--- config.mk ---
export PLATFORM = sky130hd
export DESIGN_NAME = aes_key_expand
export DESIGN_NICKNAME = d
export VERILOG_FILES = /design/src/rtl/aes_key_expand_pkg.sv /design/src/rtl/aes_key_expand_sub_word.sv /design/src/rtl/aes_key_expand.sv
export SDC_FILE = /design/constraint.sdc
export NUM_CORES = 2
export LEC_CHECK = 0
export CAP_MARGIN = 20
export CELL_PAD_IN_SITES_DETAIL_PLACEMENT = 1
export CELL_PAD_IN_SITES_GLOBAL_PLACEMENT = 2
export CORE_ASPECT_RATIO = 0.9
export CORE_MARGIN = 2
export CORE_UTILIZATION = 41
export CTS_CLUSTER_SIZE = 25
export DETAILED_ROUTE_END_ITERATION = 10
export HOLD_SLACK_MARGIN = 0.08
export PLACE_DENSITY = 0.86
export SETUP_SLACK_MARGIN = 0.15
export SLEW_MARGIN = 5
export SYNTH_ARGS = -nofsm -noshare
export SYNTH_HDL_FRONTEND = slang
export SYNTH_SLANG_ARGS = --single-unit
export TNS_END_PERCENT = 10
--- constraint.sdc ---
create_clock -name iClk -period 8 [get_ports iClk]
set_input_delay 1.2 -clock iClk [delete_from_list [all_inputs] [get_ports iClk]]
set_output_delay 1.2 -clock iClk [all_outputs]
set_load 0.1 [all_outputs]
--- src/rtl/aes_key_expand_pkg.sv ---
// Shared AES-128 definitions: S-box, GF(2^8) doubling, key-schedule constants
// and the key-expansion FSM encoding.
package aes_key_expand_pkg;

  localparam int NR = 10;
  localparam int IDX_W = 4;
  localparam logic [7:0] RCON_INIT = 8'h01;

  typedef enum logic [1:0] {
    IDLE   = 2'd0,
    EXPAND = 2'd1,
    DONE   = 2'd2
  } state_t;

  // Entry 0 is listed first, so SBOX[x] is the substitution of byte x.
  localparam logic [0:255][7:0] SBOX = {
    8'h63, 8'h7c, 8'h77, 8'h7b, 8'hf2, 8'h6b, 8'h6f, 8'hc5, 8'h30, 8'h01, 8'h67, 8'h2b, 8'hfe, 8'hd7, 8'hab, 8'h76,
    8'hca, 8'h82, 8'hc9, 8'h7d, 8'hfa, 8'h59, 8'h47, 8'hf0, 8'had, 8'hd4, 8'ha2, 8'haf, 8'h9c, 8'ha4, 8'h72, 8'hc0,
    8'hb7, 8'hfd, 8'h93, 8'h26, 8'h36, 8'h3f, 8'hf7, 8'hcc, 8'h34, 8'ha5, 8'he5, 8'hf1, 8'h71, 8'hd8, 8'h31, 8'h15,
    8'h04, 8'hc7, 8'h23, 8'hc3, 8'h18, 8'h96, 8'h05, 8'h9a, 8'h07, 8'h12, 8'h80, 8'he2, 8'heb, 8'h27, 8'hb2, 8'h75,
    8'h09, 8'h83, 8'h2c, 8'h1a, 8'h1b, 8'h6e, 8'h5a, 8'ha0, 8'h52, 8'h3b, 8'hd6, 8'hb3, 8'h29, 8'he3, 8'h2f, 8'h84,
    8'h53, 8'hd1, 8'h00, 8'hed, 8'h20, 8'hfc, 8'hb1, 8'h5b, 8'h6a, 8'hcb, 8'hbe, 8'h39, 8'h4a, 8'h4c, 8'h58, 8'hcf,
    8'hd0, 8'hef, 8'haa, 8'hfb, 8'h43, 8'h4d, 8'h33, 8'h85, 8'h45, 8'hf9, 8'h02, 8'h7f, 8'h50, 8'h3c, 8'h9f, 8'ha8,
    8'h51, 8'ha3, 8'h40, 8'h8f, 8'h92, 8'h9d, 8'h38, 8'hf5, 8'hbc, 8'hb6, 8'hda, 8'h21, 8'h10, 8'hff, 8'hf3, 8'hd2,
    8'hcd, 8'h0c, 8'h13, 8'hec, 8'h5f, 8'h97, 8'h44, 8'h17, 8'hc4, 8'ha7, 8'h7e, 8'h3d, 8'h64, 8'h5d, 8'h19, 8'h73,
    8'h60, 8'h81, 8'h4f, 8'hdc, 8'h22, 8'h2a, 8'h90, 8'h88, 8'h46, 8'hee, 8'hb8, 8'h14, 8'hde, 8'h5e, 8'h0b, 8'hdb,
    8'he0, 8'h32, 8'h3a, 8'h0a, 8'h49, 8'h06, 8'h24, 8'h5c, 8'hc2, 8'hd3, 8'hac, 8'h62, 8'h91, 8'h95, 8'he4, 8'h79,
    8'he7, 8'hc8, 8'h37, 8'h6d, 8'h8d, 8'hd5, 8'h4e, 8'ha9, 8'h6c, 8'h56, 8'hf4, 8'hea, 8'h65, 8'h7a, 8'hae, 8'h08,
    8'hba, 8'h78, 8'h25, 8'h2e, 8'h1c, 8'ha6, 8'hb4, 8'hc6, 8'he8, 8'hdd, 8'h74, 8'h1f, 8'h4b, 8'hbd, 8'h8b, 8'h8a,
    8'h70, 8'h3e, 8'hb5, 8'h66, 8'h48, 8'h03, 8'hf6, 8'h0e, 8'h61, 8'h35, 8'h57, 8'hb9, 8'h86, 8'hc1, 8'h1d, 8'h9e,
    8'he1, 8'hf8, 8'h98, 8'h11, 8'h69, 8'hd9, 8'h8e, 8'h94, 8'h9b, 8'h1e, 8'h87, 8'he9, 8'hce, 8'h55, 8'h28, 8'hdf,
    8'h8c, 8'ha1, 8'h89, 8'h0d, 8'hbf, 8'he6, 8'h42, 8'h68, 8'h41, 8'h99, 8'h2d, 8'h0f, 8'hb0, 8'h54, 8'hbb, 8'h16
  };

  function automatic logic [7:0] sbox(input logic [7:0] x);
    return SBOX[x];
  endfunction

  function automatic logic [7:0] xtime(input logic [7:0] x);
    return {x[6:0], 1'b0} ^ (x[7] ? 8'h1b : 8'h00);
  endfunction

endpackage

--- src/rtl/aes_key_expand_sub_word.sv ---
// 32-bit SubWord: four independent S-box lookups, shared table with SubBytes.
module aes_sub_word
  import aes_key_expand_pkg::*;
(
  input  logic [31:0] word,
  output logic [31:0] result
);

  for (genvar gi = 0; gi < 4; gi++) begin : g_byte
    assign result[8*gi +: 8] = sbox(word[8*gi +: 8]);
  end

endmodule

--- src/rtl/aes_key_expand.sv ---
// Iterative AES-128 key schedule: one round key per clock into an 11-entry
// register store, read combinationally by round index.
module aes_key_expand
  import aes_key_expand_pkg::*;
(
  input  logic             iClk,
  input  logic             iRst,
  input  logic [127:0]     iKey,
  input  logic             iStart,
  input  logic [IDX_W-1:0] iRoundIdx,
  output logic [127:0]     oRoundKey,
  output logic             oBusy,
  output logic             oKeyValid
);

  localparam logic [IDX_W-1:0] LAST_IDX = IDX_W'(NR);

  state_t           state_reg, state_next;
  logic [IDX_W-1:0] cnt_reg;
  logic [7:0]       rcon_reg;
  logic [127:0]     rk_reg [0:NR];

  logic         load;
  logic         step;
  logic [127:0] prev_key;
  logic [127:0] next_key;
  logic [31:0]  sub_rot;
  logic [31:0]  t_word;
  logic [31:0]  n0, n1, n2, n3;

  // A start is honoured from IDLE or DONE only; mid-expansion requests are dropped.
  assign load = (state_reg != EXPAND) && iStart;
  assign step = (state_reg == EXPAND);

  always_comb begin
    state_next = state_reg;
    case (state_reg)
      IDLE, DONE: if (iStart) state_next = EXPAND;
      EXPAND:     if (cnt_reg == LAST_IDX) state_next = DONE;
      default:    state_next = IDLE;
    endcase
  end

  always_ff @(posedge iClk) begin
    if (iRst) begin
      state_reg <= IDLE;
      cnt_reg   <= '0;
      rcon_reg  <= RCON_INIT;
    end else begin
      state_reg <= state_next;
      if (load) begin
        cnt_reg  <= IDX_W'(1);
        rcon_reg <= RCON_INIT;
      end else if (step) begin
        cnt_reg  <= cnt_reg + IDX_W'(1);
        rcon_reg <= xtime(rcon_reg);
      end
    end
  end

  // Previous round key feeding the round function is rk[cnt-1].
  always_comb begin
    prev_key = '0;
    for (int i = 0; i < NR; i++) begin
      if (cnt_reg == IDX_W'(i + 1)) prev_key = rk_reg[i];
    end
  end

  aes_sub_word u_sub_word (
    .word   ({prev_key[23:0], prev_key[31:24]}),
    .result (sub_rot)
  );

  assign t_word   = sub_rot ^ {rcon_reg, 24'h0};
  assign n0       = prev_key[127:96] ^ t_word;
  assign n1       = prev_key[95:64] ^ n0;
  assign n2       = prev_key[63:32] ^ n1;
  assign n3       = prev_key[31:0] ^ n2;
  assign next_key = {n0, n1, n2, n3};

  always_ff @(posedge iClk) begin
    if (iRst) begin
      for (int i = 0; i <= NR; i++) rk_reg[i] <= '0;
    end else if (load) begin
      rk_reg[0] <= iKey;
    end else if (step) begin
      for (int i = 1; i <= NR; i++) begin
        if (cnt_reg == IDX_W'(i)) rk_reg[i] <= next_key;
      end
    end
  end

  // Indices beyond the last round read as zero.
  always_comb begin
    oRoundKey = '0;
    for (int i = 0; i <= NR; i++) begin
      if (iRoundIdx == IDX_W'(i)) oRoundKey = rk_reg[i];
    end
  end

  assign oBusy     = (state_reg == EXPAND);
  assign oKeyValid = (state_reg == DONE);

endmodule

# ---- After elaboration in Yosys (flattened, before gate mapping)
# Memory sizes are Yosys's and may differ from the RTL's.
# Cells that the tools add are included.
dict set report word_totals {
  rom_bits 8192
  mem_bits_rw 1408
  out_inout_bits 130
  latch_bits 0
  memories 5
  regBits 14
  input_bits 135
  elab_cells 168
}
dict set report op_classes {
  bitwise_logic 21
  eq_ne 25
  add_sub_neg 1
  muxes 101
  order_cmp 4
  n_mul 0
  n_reduce_logical 7
  shifts 0
  div_mod_pow 0
}
# name words width read_ports rd_clocked_by_memory_dff write_ports line
set mem_list {}
lappend mem_list {{(no name shown)} 256 8 1 0 0 aes_key_expand_pkg.sv:36} ;# return SBOX[x];
lappend mem_list {{(no name shown)} 256 8 1 0 0 aes_key_expand_pkg.sv:36}
lappend mem_list {{(no name shown)} 256 8 1 0 0 aes_key_expand_pkg.sv:36}
lappend mem_list {{(no name shown)} 256 8 1 0 0 aes_key_expand_pkg.sv:36}
lappend mem_list {rk_reg 11 128 11 0 11 aes_key_expand.sv:21} ;# logic [127:0] rk_reg [0:NR];
# operator n
set ops {}
lappend ops {{2-to-1 mux 128 bit} 32}
lappend ops {{bitwise XOR 32 bit} 5}
lappend ops {{2-to-1 mux 8 bit} 8}
lappend ops {{2-to-1 mux 1 bit} 57}
lappend ops {{>= comparator 9 bit (second input constant)} 4}
lappend ops {{inverter 8 -> 9 bit} 4}
lappend ops {{equality test 4 x 3 -> 1 bit (second input constant)} 8}
lappend ops {{equality test 4 bit (second input constant)} 6}
lappend ops {{equality test 4 x 2 -> 1 bit (second input constant)} 4}
lappend ops {{bitwise OR 1 bit} 11}
lappend ops {{equality test 4 x 1 -> 1 bit (second input constant)} 2}
lappend ops {{bitwise XOR 8 x 5 -> 8 bit} 1}
lappend ops {{2-to-1 mux 5 bit} 1}
lappend ops {{adder 4 x 1 -> 4 bit (second input constant)} 1}
lappend ops {{logical NOT 4 bit} 1}
lappend ops {{2-to-1 mux 2 bit} 2}
lappend ops {{inequality test 2 x 1 -> 1 bit (second input constant)} 2}
lappend ops {{case mux 2 bit (2 select lines)} 1}
lappend ops {{OR reduction 2 bit} 2}
lappend ops {{equality test 2 x 1 -> 1 bit (second input constant)} 1}
lappend ops {{equality test 2 bit (second input constant)} 1}
lappend ops {{logical NOT 2 bit} 1}
lappend ops {{inequality test 2 bit (second input constant)} 1}
lappend ops {{AND reduction 2 bit} 1}
lappend ops {{2 further kinds} 2}

# ---- Longest topological paths before layout
dict set report logic_depth {
  word_depth 21
  mapped_depth 27
  depth_no_buf 19
}

# ---- Modules after synthesis
# Synthesis repeated with hierarchy kept, for this count alone.
dict set report unflattened {
  hier_cells 9173
  hier_area_um2 88048.2
}
# mod area_per_inst_um2 seq_area_each_um2 cells_per_inst instances
set by_module_without_submodules {}
lappend by_module_without_submodules {aes_key_expand 74278.7 42560.8 6988 1}
lappend by_module_without_submodules {aes_sub_word 13769.5 0.0 2185 1}

# ---- Worst setup path after synthesis
# OpenSTA, ideal clock, no wires.
dict set report synth_path {
  path_type {input to output}
  start {input iRoundIdx[0]}
  end {output oRoundKey[115]}
  path_buffers 3
  required_ps 6800
  arrival_time_ps 4978
  setup_slack_ps 1822
  path_stages 11
  path_cell_list {clkbuf_1 > nand2b_1 > nor3_1 > clkbuf_1 > clkbuf_1 > a222oi_1 > a31oi_1 > a21oi_1 > a21oi_1 > a211oi_1 > o21ai_0}
}
dict set report synth_between {
  elab_chain_cells 12
  word_cells_on_any_way 22
  classes_between {eq/ne: 10; mux: 11; reduce/logical: 1}
}
# item line
set synth_lines {}
lappend synth_lines {{start: declaration} aes_key_expand.sv:10} ;# input logic [IDX_W-1:0] iRoundIdx,
lappend synth_lines {{logical NOT 4 bit} aes_key_expand.sv:97} ;# if (iRoundIdx == IDX_W'(i)) oRoundKey = rk_reg[i];
lappend synth_lines {{2-to-1 mux 128 bit (10 in a row)} aes_key_expand.sv:97}
lappend synth_lines {{2-to-1 mux 128 bit (*)} aes_key_expand.sv:97}
lappend synth_lines {{end: declaration} aes_key_expand.sv:11} ;# output logic [127:0] oRoundKey,
# Every way passes the cells marked *; elsewhere a longest branch is shown, timed or not.

==> impl_metrics.ini <==
[yosys]
syn_area_mm2 = 0.08434
ys_types = 114
yosysSeqAreaShare = 0.5046
synthArstFlopShare = 0
yosysWarnings = 0
syn_nets = 9022
synth_area_leaders = edfxtp_1 50%, nor2_1 8.0%, a21oi_1 3.8%, a22oi_1 3.2%, o21ai_0 3.1%
synth_top_area_frac = 0.5013
synth_enable_flop_cells = 1408
synth_flop_cell = edfxtp_1
synth_cells = 8828
avgSynthCellArea_um2 = 9.554
synth-seq-cells = 1422
synth_top_area_cell = edfxtp_1

[detailed_routing]
drt_iter0_markers = 15088
detail-route-antenna-nets = 0
routed_wl_um = 470500
drc_errors = 0
wl_per_cell_um = 40.05
first_pass_iters = 10
via_per_inst = 7.308
route.vias.total = 85859

[clocking]
cts_setup_buffers = 0
cts_hold_buf = 0
cts-resized-gates = 0
cts_tree = yes
path_clk_slew_ps = 60
cts_made_buffers = 160
clock_latency_ps = 880
cts_buffer_depth = 3
root_buffer = clkbuf_16
clock_sinks = 1422
cts_htree_levels = 4

[sta]
skew_ps = 65.96
slew_headroom = 0.1638
setup_viol = 0
post-route-period-util = 0.9299
tightest_slew_ps = 1249
rsz0062_at_grt = false
final-hold-violation-count = 0
max_freq_mhz = 134.4
fin_setup_tns_ps = 0
layout_min_cycle_time_ps = 7439
drv_slew = 0

[layout]
largest_reg_flops = 1408
final-seq-area_mm2 = 0.04256
fin_nets = 9105
stdcell_count = 11748
syn_to_final_growth_pct = 14.90
multi_input_area_mm2 = 0.03824
nFillCells = 22677
drive_above_1_share = 0.1185

[floorplanning]
die_h_um = 434.3
start_util = 0.4136
io_pins = 265
coreArea_mm2 = 0.2039
rows = 157
die_area_mm2 = 0.2094
die_x_um = 482.1

[setup_path]
worstSetupStartpoint = cnt_reg[0]
cp-end-kind = flop
cp_data_required_time_ps = 8550
start_kind = flop
cp.arrival_ps = 7990
cp_slowest_stage_delay_ps = 950
slowest_stage = nor2_1
path_common_cell = buf_4
cp_cell_sequence = inv_1 -> ha_2 -> nor2_1 -> a21oi_1 -> a211oi_2 -> nor2_2 -> inv_2 -> ha_1 -> inv_1 -> nand2_1 -> a311oi_1 -> a2111oi_0 -> o311ai_1 -> buf_4 -> xnor2_2 -> buf_4 -> xnor2_1 -> buf_4 -> nor2_1
regToRegStartpoint = cnt_reg[0]
crit_type = flop to flop
cp_max_fo = 21

[flow_run]
cap_violations = 0

[global_routing]
grt_overflow = 0
grt_pass1_wl_um = 651500
grt_pass1_vias = 84930
grt_max_degree = 109
grt_use_total = 0.4360
antenna_found_initial = 20

[power_and_ir_drop]
power.density_mw_per_mm2 = 240.0
irDropWorstVdd_uv = 213.5
p_leak_nw = 34.31

[placement]
place_inst = 11447
hpwl_um = 297300
gp_congestion = 1.040
portBuffers = 264

[min_path]
min_from = rcon_reg[1]
hp-class = flop to flop

[status]
status = finished, final reports clean
[metal layers]
layer	share of wire	track usage	routed length [um]
met5	0.00043	0	200
met4	0.079	0.2920	37090
met3	0.14	0.1278	63750
met2	0.42	0.6389	198100
met1	0.36	0.5563	171400
[power breakdown]
part | internal [mW] | leakage (nW) | switching, mW
logic | 1.83 | 17.2 | 5.05
registers | 8.67 | 14.7 | 0.271
clock network | 4.05 | 2.42 | 3.39
[cell families (layout without fill, tap and decap cells)]
kind of cell / Yosys count / count (layout) / share of synthesized area
AOI/OAI and AO/OA: 3050 / 3050 / 0.2500
muxes: 29 / 29 / 0.004065
adders and majority gates: 59 / 59 / 0.008753
and+or+nand+nor: 3108 / 3108 / 0.1598
xor gates and xnor gates: 188 / 188 / 0.02433
other: 0 / 10 / 0
buffers and inverters: 972 / 1179 / 0.04847
DFF: 1422 / 1422 / 0.5046
[path summary, 6_finish.rpt]
kind | to | slack, ps | cells past startpoint
worst min register to register | rcon_reg[2] | 500 | 2
worst max-delay path | rk_reg[3][30] | 560 | 19
worst min-delay path | rcon_reg[2] | 500 | 2
worst max register to register | rk_reg[3][30] | 560 | 19
[worst max-delay path, delay by kind of cell, from the launching register on]
family	cells	cell delay (ps)
DFF	1	500
and+or+nand+nor	4	1370
buffers and inverters	6	1650
AOI/OAI and AO/OA	5	1530
adders and majority gates	2	1130
xor gates and xnor gates	2	900
[final cells by class]
type / count / share of cell area
clock inverter: 78 / 0.008793
timing repair buffer: 830 / 0.07613
sequential: 1422 / 0.4392
clock buffer: 208 / 0.04362
multi-input combinational: 6434 / 0.3946
antenna: 10 / 0.0002582
inverter: 63 / 0.002440
tap: 2703 / 0.03490
[cells in the mapped netlist (all sizes together), types with 33 or more instances]
cell     count
a311oi      88
nand4       40
o211ai     175
and2       148
inv         62
a211oi     197
a21oi      654
a22oi      357
a221o       58
nand2      547
a222oi     105
xnor2      121
xor2        60
o21ai      535
o221ai      61
buf        313
nor2b       54
edfxtp    1408
nand3b      45
nand3      168
o22ai       73
nor3       130
clkbuf     596
a221oi     162
a31oi      183
ha          59
nand2b      38
o311ai      62
nor2      1794
a2111oi     33
[per-stage QoR]
step / worst slack (ps) / hold WS [ps] / utilization / instance area [um2] / power [mW]
4_1_cts: 821.2 / 499.0 / 0.4748 / 96810 / 22.95
3_3_place_gp: 938.1 / 479.8 / 0.4497 / 91700 / 15.55
5_1_grt: 399.9 / 516.3 / 0.4751 / 96880 / 23.66
3_5_place_dp: 882.0 / 488.3 / 0.4499 / 91730 / 15.63
6_report: 561.0 / 500.5 / 0.4752 / 96900 / 23.26
2_1_floorplan: 1822 / 457.0 / - / 84340 / 12.55
[layout by cell type (no fill, tap or decap), types with 45 or more instances in the layout]
cell type,Yosys,final
a211oi_1,192,190
a21oi_1,648,646
a221o_1,58,58
a221oi_1,158,158
a222oi_1,105,105
a22oi_1,357,357
a311oi_1,87,87
a31oi_1,182,182
and2_1,147,147
buf_12,0,55
buf_4,25,602
clkbuf_1,596,46
clkbuf_16,0,162
clkdlybuf4s50_1,0,166
edfxtp_1,1408,1408
ha_1,59,55
inv_1,57,56
nand2_1,545,528
nand3_1,167,166
nand3b_1,45,45
nor2_1,1789,1779
nor2b_1,54,52
nor3_1,130,122
o211ai_1,173,173
o21ai_0,514,512
o221ai_1,61,60
o22ai_1,73,72
o311ai_0,52,52
xnor2_1,91,87
xor2_1,49,49
No activity file was read; power rests on OpenSTA's default activity.
